==> config.mk <==
export PLATFORM = sky130hd
export DESIGN_NAME = uart_rx_sequencer_flat
export DESIGN_NICKNAME = d
export VERILOG_FILES = /design/src/rtl/uart_pkg.sv /design/src/rtl/uart_rx_sequencer_if.sv /design/src/rtl/uart_baud_tick.sv /design/src/rtl/uart_rx_sequencer.sv /design/src/flat_wrapper.sv
export SDC_FILE = /design/constraint.sdc
export NUM_CORES = 1
export LEC_CHECK = 0
export CORE_MARGIN = 4
export CORE_UTILIZATION = 54
export DETAILED_ROUTE_END_ITERATION = 16
export GPL_TIMING_DRIVEN = 0
export PLACE_DENSITY = 0.78
export SLEW_MARGIN = 15
export SYNTH_ARGS = -nofsm -noshare
export SYNTH_HDL_FRONTEND = slang
export SYNTH_HIERARCHICAL = 1
export SYNTH_SLANG_ARGS = --single-unit
==> constraint.sdc <==
create_clock -name clk -period 2.45 [get_ports clk]
set_clock_uncertainty 0.05 [all_clocks]
set_input_delay 0.49 -clock clk [delete_from_list [all_inputs] [get_ports clk]]
set_output_delay 0.49 -clock clk [all_outputs]
set_load 0.02 [all_outputs]
==> src/rtl/uart_pkg.sv <==
// Shared types and constants for the UART receive path.
// Frame FSM states and data width used by the rx sequencer and its interface.
package uart_pkg;

    localparam int DATA_BITS = 8;

    typedef enum logic [2:0] {
        IDLE,
        START,
        DATA,
        PARITY,
        STOP,
        BREAK
    } rx_state_t;

endpackage

==> src/rtl/uart_rx_sequencer_if.sv <==
// Bundle of the serial line, frame options and receive/parity-checker outputs.
// The slave modport is the receiver; the master modport is whatever drives the line.
interface uart_rx_sequencer_if;
    import uart_pkg::*;

    logic                 rx;
    logic                 par_en;
    logic [DATA_BITS-1:0] rx_data;
    logic                 rx_valid;
    logic                 framing_error;
    logic                 busy;
    logic [DATA_BITS-1:0] pc_data;
    logic                 pc_parity_bit;
    logic                 pc_check;

    modport master (
        output rx, par_en,
        input  rx_data, rx_valid, framing_error, busy,
        input  pc_data, pc_parity_bit, pc_check
    );

    modport slave (
        input  rx, par_en,
        output rx_data, rx_valid, framing_error, busy,
        output pc_data, pc_parity_bit, pc_check
    );

endinterface

==> src/rtl/uart_baud_tick.sv <==
// Oversample prescaler: one-cycle tick every CLK_DIV clocks, held at zero while clr is high.
// With CLK_DIV=1 the counter stays at zero and tick is asserted every cycle.
module uart_baud_tick #(
    parameter int CLK_DIV = 27
) (
    input  logic clk,
    input  logic reset,
    input  logic clr,
    output logic tick
);

    localparam int            W    = (CLK_DIV > 1) ? $clog2(CLK_DIV) : 1;
    localparam logic [W-1:0]  LAST = W'(CLK_DIV - 1);

    logic [W-1:0] cnt;

    always_ff @(posedge clk) begin
        if (reset || clr) begin
            cnt <= '0;
        end else if (cnt == LAST) begin
            cnt <= '0;
        end else begin
            cnt <= cnt + 1'b1;
        end
    end

    assign tick = (cnt == LAST);

endmodule

==> src/rtl/uart_rx_sequencer.sv <==
// UART receive sequencer: synchronises rx, walks start/data/parity/stop on mid-bit samples,
// and hands good bytes to the consumer and, for parity frames, to the parity checker.
module uart_rx_sequencer
    import uart_pkg::*;
#(
    parameter int CLK_DIV    = 27,
    parameter int OVERSAMPLE = 16
) (
    input logic               clk,
    input logic               reset,
    uart_rx_sequencer_if.slave bus
);

    localparam int                    TW    = $clog2(OVERSAMPLE);
    localparam logic [TW-1:0]         TLAST = TW'(OVERSAMPLE - 1);
    localparam logic [TW-1:0]         THALF = TW'(OVERSAMPLE / 2 - 1);
    localparam int                    BW    = $clog2(DATA_BITS);
    localparam logic [BW-1:0]         BLAST = BW'(DATA_BITS - 1);

    rx_state_t            state;
    logic                 rx_meta;
    logic                 rx_s;
    logic [TW-1:0]        tcnt;
    logic [BW-1:0]        bit_cnt;
    logic [DATA_BITS-1:0] shift;
    logic                 par_l;
    logic                 parity_q;
    logic                 clr;
    logic                 tick;
    logic                 bit_end;

    // Two-flop synchroniser; idles high so reset never looks like a start edge
    always_ff @(posedge clk) begin
        if (reset) begin
            rx_meta <= 1'b1;
            rx_s    <= 1'b1;
        end else begin
            rx_meta <= bus.rx;
            rx_s    <= rx_meta;
        end
    end

    assign clr     = (state == IDLE);
    assign bit_end = tick && (tcnt == TLAST);

    uart_baud_tick #(.CLK_DIV(CLK_DIV)) u_baud (
        .clk   (clk),
        .reset (reset),
        .clr   (clr),
        .tick  (tick)
    );

    // Frame FSM; the stop sample lands mid-bit, so returning to IDLE there still catches
    // a start edge that follows immediately
    always_ff @(posedge clk) begin
        if (reset) begin
            state             <= IDLE;
            tcnt              <= '0;
            bit_cnt           <= '0;
            shift             <= '0;
            par_l             <= 1'b0;
            parity_q          <= 1'b0;
            bus.rx_data       <= '0;
            bus.rx_valid      <= 1'b0;
            bus.framing_error <= 1'b0;
            bus.busy          <= 1'b0;
            bus.pc_data       <= '0;
            bus.pc_parity_bit <= 1'b0;
            bus.pc_check      <= 1'b0;
        end else begin
            bus.rx_valid      <= 1'b0;
            bus.framing_error <= 1'b0;
            bus.pc_check      <= 1'b0;
            unique case (state)
                IDLE: begin
                    if (!rx_s) begin
                        state    <= START;
                        tcnt     <= '0;
                        bit_cnt  <= '0;
                        par_l    <= bus.par_en;
                        bus.busy <= 1'b1;
                    end
                end
                START: begin
                    if (tick) begin
                        if (tcnt == THALF) begin
                            tcnt <= '0;
                            if (!rx_s) begin
                                state <= DATA;
                            end else begin
                                state    <= IDLE;
                                bus.busy <= 1'b0;
                            end
                        end else begin
                            tcnt <= tcnt + 1'b1;
                        end
                    end
                end
                DATA: begin
                    if (tick) tcnt <= bit_end ? '0 : tcnt + 1'b1;
                    if (bit_end) begin
                        shift <= {rx_s, shift[DATA_BITS-1:1]};
                        if (bit_cnt == BLAST) begin
                            state <= par_l ? PARITY : STOP;
                        end else begin
                            bit_cnt <= bit_cnt + 1'b1;
                        end
                    end
                end
                PARITY: begin
                    if (tick) tcnt <= bit_end ? '0 : tcnt + 1'b1;
                    if (bit_end) begin
                        parity_q <= rx_s;
                        state    <= STOP;
                    end
                end
                STOP: begin
                    if (tick) tcnt <= bit_end ? '0 : tcnt + 1'b1;
                    if (bit_end) begin
                        if (rx_s) begin
                            bus.rx_valid <= 1'b1;
                            bus.rx_data  <= shift;
                            if (par_l) begin
                                bus.pc_check      <= 1'b1;
                                bus.pc_data       <= shift;
                                bus.pc_parity_bit <= parity_q;
                            end
                            state    <= IDLE;
                            bus.busy <= 1'b0;
                        end else begin
                            bus.framing_error <= 1'b1;
                            state             <= BREAK;
                        end
                    end
                end
                BREAK: begin
                    if (rx_s) begin
                        state    <= IDLE;
                        bus.busy <= 1'b0;
                    end
                end
                default: begin
                    state    <= IDLE;
                    bus.busy <= 1'b0;
                end
            endcase
        end
    end

endmodule

==> src/flat_wrapper.sv <==
// flat-port wrapper written by rule: the top's interface ports become plain ports
module uart_rx_sequencer_flat import uart_pkg::*;
#(
    parameter int CLK_DIV    = 27,
    parameter int OVERSAMPLE = 16
)
  (clk, reset, bus_rx, bus_par_en, bus_rx_data, bus_rx_valid, bus_framing_error, bus_busy, bus_pc_data, bus_pc_parity_bit, bus_pc_check);
  uart_rx_sequencer_if bus_i ();
  input logic clk;
  input logic reset;
  input wire logic [$bits(bus_i.rx)-1:0] bus_rx;
  input wire logic [$bits(bus_i.par_en)-1:0] bus_par_en;
  output wire logic [$bits(bus_i.rx_data)-1:0] bus_rx_data;
  output wire logic [$bits(bus_i.rx_valid)-1:0] bus_rx_valid;
  output wire logic [$bits(bus_i.framing_error)-1:0] bus_framing_error;
  output wire logic [$bits(bus_i.busy)-1:0] bus_busy;
  output wire logic [$bits(bus_i.pc_data)-1:0] bus_pc_data;
  output wire logic [$bits(bus_i.pc_parity_bit)-1:0] bus_pc_parity_bit;
  output wire logic [$bits(bus_i.pc_check)-1:0] bus_pc_check;
  assign bus_i.rx = bus_rx;
  assign bus_i.par_en = bus_par_en;
  assign bus_rx_data = bus_i.rx_data;
  assign bus_rx_valid = bus_i.rx_valid;
  assign bus_framing_error = bus_i.framing_error;
  assign bus_busy = bus_i.busy;
  assign bus_pc_data = bus_i.pc_data;
  assign bus_pc_parity_bit = bus_i.pc_parity_bit;
  assign bus_pc_check = bus_i.pc_check;
  uart_rx_sequencer #(.CLK_DIV(CLK_DIV), .OVERSAMPLE(OVERSAMPLE)) u_core (.clk(clk), .reset(reset), .bus(bus_i));
endmodule
== Word-level counts from Yosys, hierarchy flattened ==
Cells that the tools add are included.
Operators by class
  add/subtract/negate cells: 3
  eq/ne operators: 19
  mux-type cells: 31
  bitwise logic cells: 4
  reductions and logical operators: 19
Operators with widths (count)
  2-to-1 mux 3 bit: 13
  2-to-1 mux 4 bit: 5
  one-hot mux 3 bit (6 select lines): 1
  inequality test 2 x 1 -> 1 bit, second input constant: 8
  one-hot mux 4 bit (3 select lines): 1
  AND reduction 4 bit: 3
  == test 3 bit, second input constant: 3
  2-to-1 mux 1 bit: 8
  AND reduction 8 bit: 1
  == test 3 x 2 -> 1 bit, second input constant: 2
  one-hot mux 3 bit (2 select lines): 1
  AND reduction 2 bit: 3
  OR reduction 3 bit: 2
  adder 5 x 1 -> 5 bit, second input constant: 1
  == test 5 bit, second input constant: 1
  one-hot mux 1 bit (5 select lines): 1
  AND reduction 5 bit: 1
  adder 4 x 1 -> 4 bit, second input constant: 1
  == test 4 x 3 -> 1 bit, second input constant: 1
  == test 4 bit, second input constant: 1
  inequality test 2 bit, second input constant: 2
  inverter 1 bit: 4
  OR reduction 2 bit: 2
  OR reduction 4 bit: 1
  other kinds (9): 9
Storage, ports and cells
  flip-flop bits (word level): 48

== Depth between registers and ports, before layout ==
  depth after elaboration: 5
  depth in mapped cells: 10
  depth with buffers taken out: 8

== By module ==
Netlist, hierarchy kept.
By module, submodules not included
  uart_rx_sequencer: instances 1, cells each 200, area an instance 1889.3 µm², sequential area each 860.8 µm²
  uart_baud_tick: instances 1, cells each 20, area an instance 205.2 µm², sequential area each 100.1 µm²

== Least setup slack after synthesis ==
OpenSTA, ideal clock, no wires.
  path type: register to register
  start: reg u_core.u_baud.cnt[0]
  end: reg u_core.bit_cnt[0]
  library setup time: 0.121 ns
  arrival time: 1.817 ns
  path slack: 0.462 ns
  cell stages (with the launch flop): 10
  clock period less this slack: 1.988 ns
  cell sequence: dfxtp_1 -> inv_1 -> ha_1 -> and4b_1 -> and3_1 -> and2_1 -> nand3_1 -> buf_2 -> nor3_1 -> mux2_2
Between the ends
  word-level cells in the longest chain between the ends: 4
Ends and longest elaborated chain
  from (decl): RTL line uart_baud_tick.sv:15  | logic [W-1:0] cnt;
  from (signal assigned): RTL line uart_baud_tick.sv:23  | cnt <= cnt + 1'b1;
  == test 5 bit: RTL line uart_baud_tick.sv:27  | assign tick = (cnt == LAST);
  via u_core.tick: RTL line uart_rx_sequencer.sv:29  | logic tick;
  logical AND 1 bit: RTL line uart_rx_sequencer.sv:44  | assign bit_end = tick && (tcnt == TLAST);
  inequality test 2 x 1 -> 1 bit (no line)
  AND reduction 4 bit (no line)
  to (signal assigned): RTL line uart_rx_sequencer.sv:106  | bit_cnt <= bit_cnt + 1'b1;
  to (decl): RTL line uart_rx_sequencer.sv:24  | logic [BW-1:0] bit_cnt;
The timed path passes the listed nets, and every way through them passes these cells.
A chain may end at the register's enable or synchronous reset.

== Final worst setup path ==
Ends and elaborated chain as after synthesis.

==> metrics.md <==
| Metric | Value |
|---|---|
| Least-Margin Pin Slew | `0.769 ns` |
| Post-Syn Nets | `229` |
| Proportion of layout cells with a drive suffix above 1 | `16.9%` |
| DRT antenna net count | `0` |
| Drt first pass iters | `4` |
| Largest stage delay, worst path | `0.34 ns` |
| Worst Hold End | `u_core/rx_s` |
| Post-synthesis cell area | `2090 um2` |
| Port Buf Inserts | `24` |
| Post-layout power | `1.64 mW` |
| EDFF count, synth | `0` |
| Die area | `4940 um2` |
| DP Worst Slack | `0.0291 ns` |
| Data required time of the critical path | `2.66 ns` |
| Final Max Slew Viols | `0` |
| Chip height | `70.3 um` |
| Clk sinks | `48` |
| Pwr Density | `657 nW/um2` |
| Number of instances in the placed design | `292` |
| Post-synthesis register bit count | `48` |
| RR Startpoint | `u_core/u_baud/cnt[0]` |
| Top cell type's share of synthesized area | `45.9%` |
| Static leakage | `0.943 nW` |
| Critical path cell sequence | `inv_1 > ha_1 > and4b_1 > and3_1 > and2_1 > nand3_1 > buf_2 > nor3_1 > mux2_2` |
| Gr usage total | `17.9%` |
| Vias in the first global route | `1481` |
| Ranking of synthesized cells by area | `dfxtp_1 (46%), mux2i_1 (8.6%), nor2_1 (5.2%)` |
| CP startpoint | `u_core/u_baud/cnt[0]` |
| R2R Path End | `u_core/bit_cnt[0]` |
| Core Box Area | `3720 um2` |
| FF-to-FF setup slack | `0.19 ns` |
| Vias post-DR | `1666` |
| Final GP Congestion | `0.905` |
| Die X | `70.3 um` |
| Effective utilization at floorplan | `56.4%` |
| Max FO, Critical Path | `9` |
| Area delta synth->final | `19.5%` |
| Worst Setup End Kind | `flop` |
| Startpoint Class | `flop` |
| Largest net degree at the start of global routing | `15` |
| Non-filler cells, final | `302` |
| Final min period | `2.26 ns` |
| First DRT Iteration DRCs | `160` |
| Site row count | `22` |
| Hold Path Cell Cnt | `1` |
| List of most frequent post-synthesis cells | `dfxtp_1 (48), nor2_1 (29), nand2_1 (19)` |
| Wire length per cell | `14.1 um` |
| Setup ws final | `0.188 ns` |
| WL final | `4.26 mm` |
| Num ports | `25` |
| Async set-reset flop share out of synthesis | `0%` |
| Worst Hold Launch | `u_core/rx_meta` |
| Worst hold path type | `flop to flop` |
| # setup viols final | `0` |
| CTS tree | `built` |
| Highest Clock Rate | `442 MHz` |
| Total CTS buffers | `5` |
| Residual DRC | `0` |
| Layout Nets | `262` |
| Seq/Total Area, Yosys | `45.9%` |
| Clk slew on worst S/H paths | `0.09 ns` |
| Max clock buf depth | `2` |
| Count leader, synth | `dfxtp_1` |
| Latest clock arrival within the worst-skew pair | `0.30 ns` |
| Grt total ovfl | `0` |
| RSZ-0062 raised after global routing | `no` |
| Post-route setup TNS | `0 ns` |
| Initial antenna violation count | `0` |
| Maximum vdd drop | `0.000487 V` |
| Most used DFF post-synth | `dfxtp_1` |
| Status | `finished clean` |
| Antenna diode count | `0` |
| Max-cap violations | `0` |
| Dominant cell type by area after synthesis | `dfxtp_1` |
| CP max-delay cell | `dfxtp_1` |
| Slew headroom | `48.7%` |
| Placed cell areas | `2390 um2` |
| Htree depth | `2` |
| Critical path class | `flop to flop` |
| Data arrival, critical path | `2.47 ns` |
| Reg2Reg Depth | `9` |
| HPWL Detailed | `2.94 mm` |
| First-pass GRT wire length | `7.02 mm` |
| Post-DR vias/cell | `5.52` |
| Design area | `2500 um2` |
| Mapped Avg Cell Area | `9.52 um2` |
| Final worst-path cycle share | `92.3%` |
| Synth Warn # | `6` |
| Final Hold Viols | `0` |
| Synth unique cells | `47` |
| Mapped Cells | `220` |
| Root Buffer | `clkbuf_8` |
## what timing repair did
item,4_1_cts,5_1_grt
hold buffers,0,0
buffers inserted,0,2
gates resized for setup,0,0
setup endpoints to repair,0,9
## cell type report
type / count / area, um2
sequential: 48 / 961
clock inverter: 1 / 7.51
buffer: 13 / 91.3
tap: 48 / 60.1
clock buffer: 7 / 86.3
inverter: 5 / 18.8
fill: 311 / 1210
multi-input combinational: 154 / 1020
timing repair buffer: 26 / 255
## routing by layer
metal	track usage [%]	part of all wire, %	wire (um)
met1	24.6	47	2010
met2	26.0	46	1940
met3	6.47	5.8	245
met4	5.74	1.4	59
met5	0	0	0
## stage by stage
stage	hold slack [ns]	utilization (%)
detailed placement	0.343	64.4
finish	0.363	67.4
global route	0.378	67.4
global placement	0.344	64.4
floorplan	0.339	-
CTS	0.363	67.0
## cells in the final DEF, fill, tap and decap left out, drive strengths merged, types with 2 or more instances in the layout
cell type      instances
a22o                   3
or2                    3
and2                   2
mux2i                 18
a311oi                 2
inv                    5
xor2                   2
a2bb2oi                2
buf                    9
nor4                   4
nor2                  29
clkbuf                13
a31o                   2
o21ai                  3
dfxtp                 48
a21oi                 15
nand3                  8
nand2                 28
clkdlybuf4s50         24
nand4                  4
ha                     5
nor3                   4
a211o                  2
and3                   2
## cells by family (layout without fill, tap and decap cells)
group / Yosys count / after routing / synth area share, %
xor gates and xnor gates: 3 / 3 / 1.25
DFF: 48 / 48 / 45.9
and+or+nand+nor: 92 / 92 / 22.6
adders and majority gates: 5 / 5 / 2.99
buffers and inverters: 18 / 52 / 5.26
AOI/OAI and AO/OA: 35 / 35 / 12.9
muxes: 19 / 19 / 9.14
## power by group
group	internal (mW)	switching [mW]	total, mW
sequential	0.805	0.0235	0.829
combinational	0.127	0.198	0.325
clock	0.229	0.261	0.490
## worst max path at each step
| stage | cells after the start | to |
|---|---|---|
| floorplan | 9 | u_core/bit_cnt[0] |
| global placement | 5 | u_core/bus.rx_data[6] |
| detailed placement | 5 | u_core/shift[1] |
| CTS | 9 | u_core/bus.pc_data[5] |
| global route | 9 | u_core/bit_cnt[0] |
| finish | 9 | u_core/bit_cnt[0] |
## flip-flops by register name, summed over array words and instances, names as in the netlist
register                  flops
u_core/tcnt                   4
u_core/bus.pc_check           1
u_core/shift                  8
u_core/bus.framing_error      1
u_core/state                  3
u_core/bus.rx_valid           1
u_core/u_baud/cnt             5
u_core/rx_s                   1
u_core/bus.busy               1
u_core/rx_meta                1
u_core/bus.pc_data            8
u_core/bus.rx_data            8
u_core/bit_cnt                3
u_core/par_l                  1
u_core/bus.pc_parity_bit      1
u_core/parity_q               1
## critical path: cells and delay by family, from the launching register on
family,cells,cell delay (ns)
adder cells (fa/ha/maj),1,0.13
buffers and inverters,2,0.28
flip-flops,1,0.34
multiplexers,1,0.21
AND/OR/NAND/NOR,5,1.20
Note: power is estimated with default switching activity, not from simulation.
==> patch, RTL diff (config.mk and constraints unchanged) <==
`CLK_DIV` is set to 27 in 3 places; all go to 54.
--- a/src/rtl/uart_baud_tick.sv
+++ b/src/rtl/uart_baud_tick.sv
@@ -1,7 +1,7 @@
 // Oversample prescaler: one-cycle tick every CLK_DIV clocks, held at zero while clr is high.
 // With CLK_DIV=1 the counter stays at zero and tick is asserted every cycle.
 module uart_baud_tick #(
-    parameter int CLK_DIV = 27
+    parameter int CLK_DIV = 54
 ) (
     input  logic clk,
     input  logic reset,
--- a/src/rtl/uart_rx_sequencer.sv
+++ b/src/rtl/uart_rx_sequencer.sv
@@ -3,7 +3,7 @@
 module uart_rx_sequencer
     import uart_pkg::*;
 #(
-    parameter int CLK_DIV    = 27,
+    parameter int CLK_DIV    = 54,
     parameter int OVERSAMPLE = 16
 ) (
     input logic               clk,
--- a/src/flat_wrapper.sv
+++ b/src/flat_wrapper.sv
@@ -1,7 +1,7 @@
 // flat-port wrapper written by rule: the top's interface ports become plain ports
 module uart_rx_sequencer_flat import uart_pkg::*;
 #(
-    parameter int CLK_DIV    = 27,
+    parameter int CLK_DIV    = 54,
     parameter int OVERSAMPLE = 16
 )
   (clk, reset, bus_rx, bus_par_en, bus_rx_data, bus_rx_valid, bus_framing_error, bus_busy, bus_pc_data, bus_pc_parity_bit, bus_pc_check);
Behaviour: no difference found for any inputs over 10 cycles, from zero or initial values and one cycle with reset high; that may be too few to reach the edited logic, so the function may still have changed.
==> patch against the unedited design <==
- worst setup slack got worse by 0.033 ns
- final area grew 2.0%
- cell count up 2.3%
- sequential cell count rose by 1
- area after synthesis up 2.5%
- first-iteration DRC count grew 3.8%
- clock power decreased by 4%
- via count is 2.6% higher
- wire length up 1.6%
- power fell by 0.19%
- sequential share of layout area about the same
- critical path type unchanged
- largest cell class unchanged
- largest power group unchanged
- highest routed layer unchanged
==> patch: results (changes against the unedited design) <==
Top Metal Used=met4; dominant synthesized flop cell=dfxtp_1; Area contributors post-synth=dfxtp_1, mux2i_1, nor2_1, a21oi_2, nand2_1; Leak Pwr=0.9449 nW (+0.23%); via count=1709 (+2.6%); Adder-Cell Fraction of Synth Area=0.02914 (-0.0007310); met3 WL post-DR=147 um (-40%); status=completed; Critical-path top delay cell=dfxtp_1; number of antenna violations at the first check in global routing=0 (unchanged); number of iterations in the first detailed-routing pass=4 (unchanged); RePlAce Congestion=0.8647 (-4.5%); Register-to-Register Setup Slack=0.15 ns (-0.03 ns); Final period util=0.9368 (+0.01353); Async SR Flop Fraction=0 (unchanged); worst hold margin=0.3666 ns (+0.003351 ns); final WL=4.322 mm (+1.6%); Max VDD drop=0.4500 mV (-7.7%); vias in the first global route=1583 (+6.9%); M2 GR Usage=0.2884 (+0.02849); Post-CTS Setup Bufs=0 (unchanged); CP max stage delay=0.40 ns (+0.06 ns); post-cts sizing count=1 (+1); global-route usage over all layers=0.1803 (+0.001192); Synth Warn #=6 (unchanged); mux share of post-synthesis cell area=0.08916 (-0.002237); largest net degree at the start of global routing=17 (+2); Slew HR=0.5111 (+0.02371); CP max FO=10 (+1); synth unique cells=48 (+2.1%); Post-synth top cells=dfxtp_1, nor2_1, nand2_1; WHS Endpoint=u_core/rx_s$_SDFF_PP1_; root buffer cell=clkbuf_8; routed wl met2=2.017 mm (+4.0%); DP Worst Slack=-0.04562 ns (-0.07473 ns); global-route wire length before repair=7.293 mm (+3.8%); Final Net Count=269 (+2.7%); WL met1=2.067 mm (+2.8%); Seq/Total Area, Yosys=0.4569 (-0.001905); placed cell count=300 (+2.7%); area of the multi-input gates=1062 um2 (+3.8%); DP HPWL=2.960 mm (+0.81%); met3 Usage GRT=0.03409 (-0.03066); Compound-Gate Fraction of Synth Area=0.1346 (+0.005583); placed cell areas=2447 um2 (+2.2%); family with the most delay on the worst path=simple AND/OR/NAND/NOR gates; met1 Use GR=0.2382 (-0.007389); Avg WL per Cell=13.99 um (-0.75%); R2R cell count=11 (+2); Post-Syn Nets=237 (+3.5%); Syn Inst Count=228 (+3.6%); Post-Synth XOR/XNOR Area=0.01224 (-0.0003070); Int Power=0.001147 W (-1.3%); layout cells sized above 1=0.1801 (+0.01079); RR Endpoint=u_core/bus.pc_data[2]$_SDFFE_PP0P_; Hold Path Depth=1 (unchanged); DRT iter0 DRCs=166 (+3.8%); fillers=307 (-1.3%); Hold Startpoint=u_core/rx_meta$_SDFF_PP1_; ANT cells=0 (unchanged)
patch: cell count changes after synthesis:
cell	change
a21oi_2	+1
nand4b_1	+1
o21ai_1	+1
nand2_1	+1
or3_1	+1
o21ai_0	+1
and4b_1	-1
dfxtp_1	+1
nand3_1	-1
or3_4	-1
inv_1	+1
nor2_1	+2
nand3_2	+1
patch: area by class of cell:
type,instances,area share
clock buffers,5,0.02693
inverters,6,0.008815
plain buffers,13,0.03575
flip-flops and latches,49,0.3839
repair buffers,25,0.09696
well taps,48,0.02351
multi-input cells,160,0.4158
clock inverters,3,0.008325
patch: power groups by stage:
stage | clock network [W] | logic (W) | registers (W)
detailed placement | 0 | 0.000317 | 0.000866
finish | 0.000472 | 0.000321 | 0.000848
floorplan | 0 | 0.000250 | 0.000862
global placement | 0 | 0.000311 | 0.000865
global route | 0.000514 | 0.000360 | 0.000852
CTS | 0.000489 | 0.000318 | 0.000847
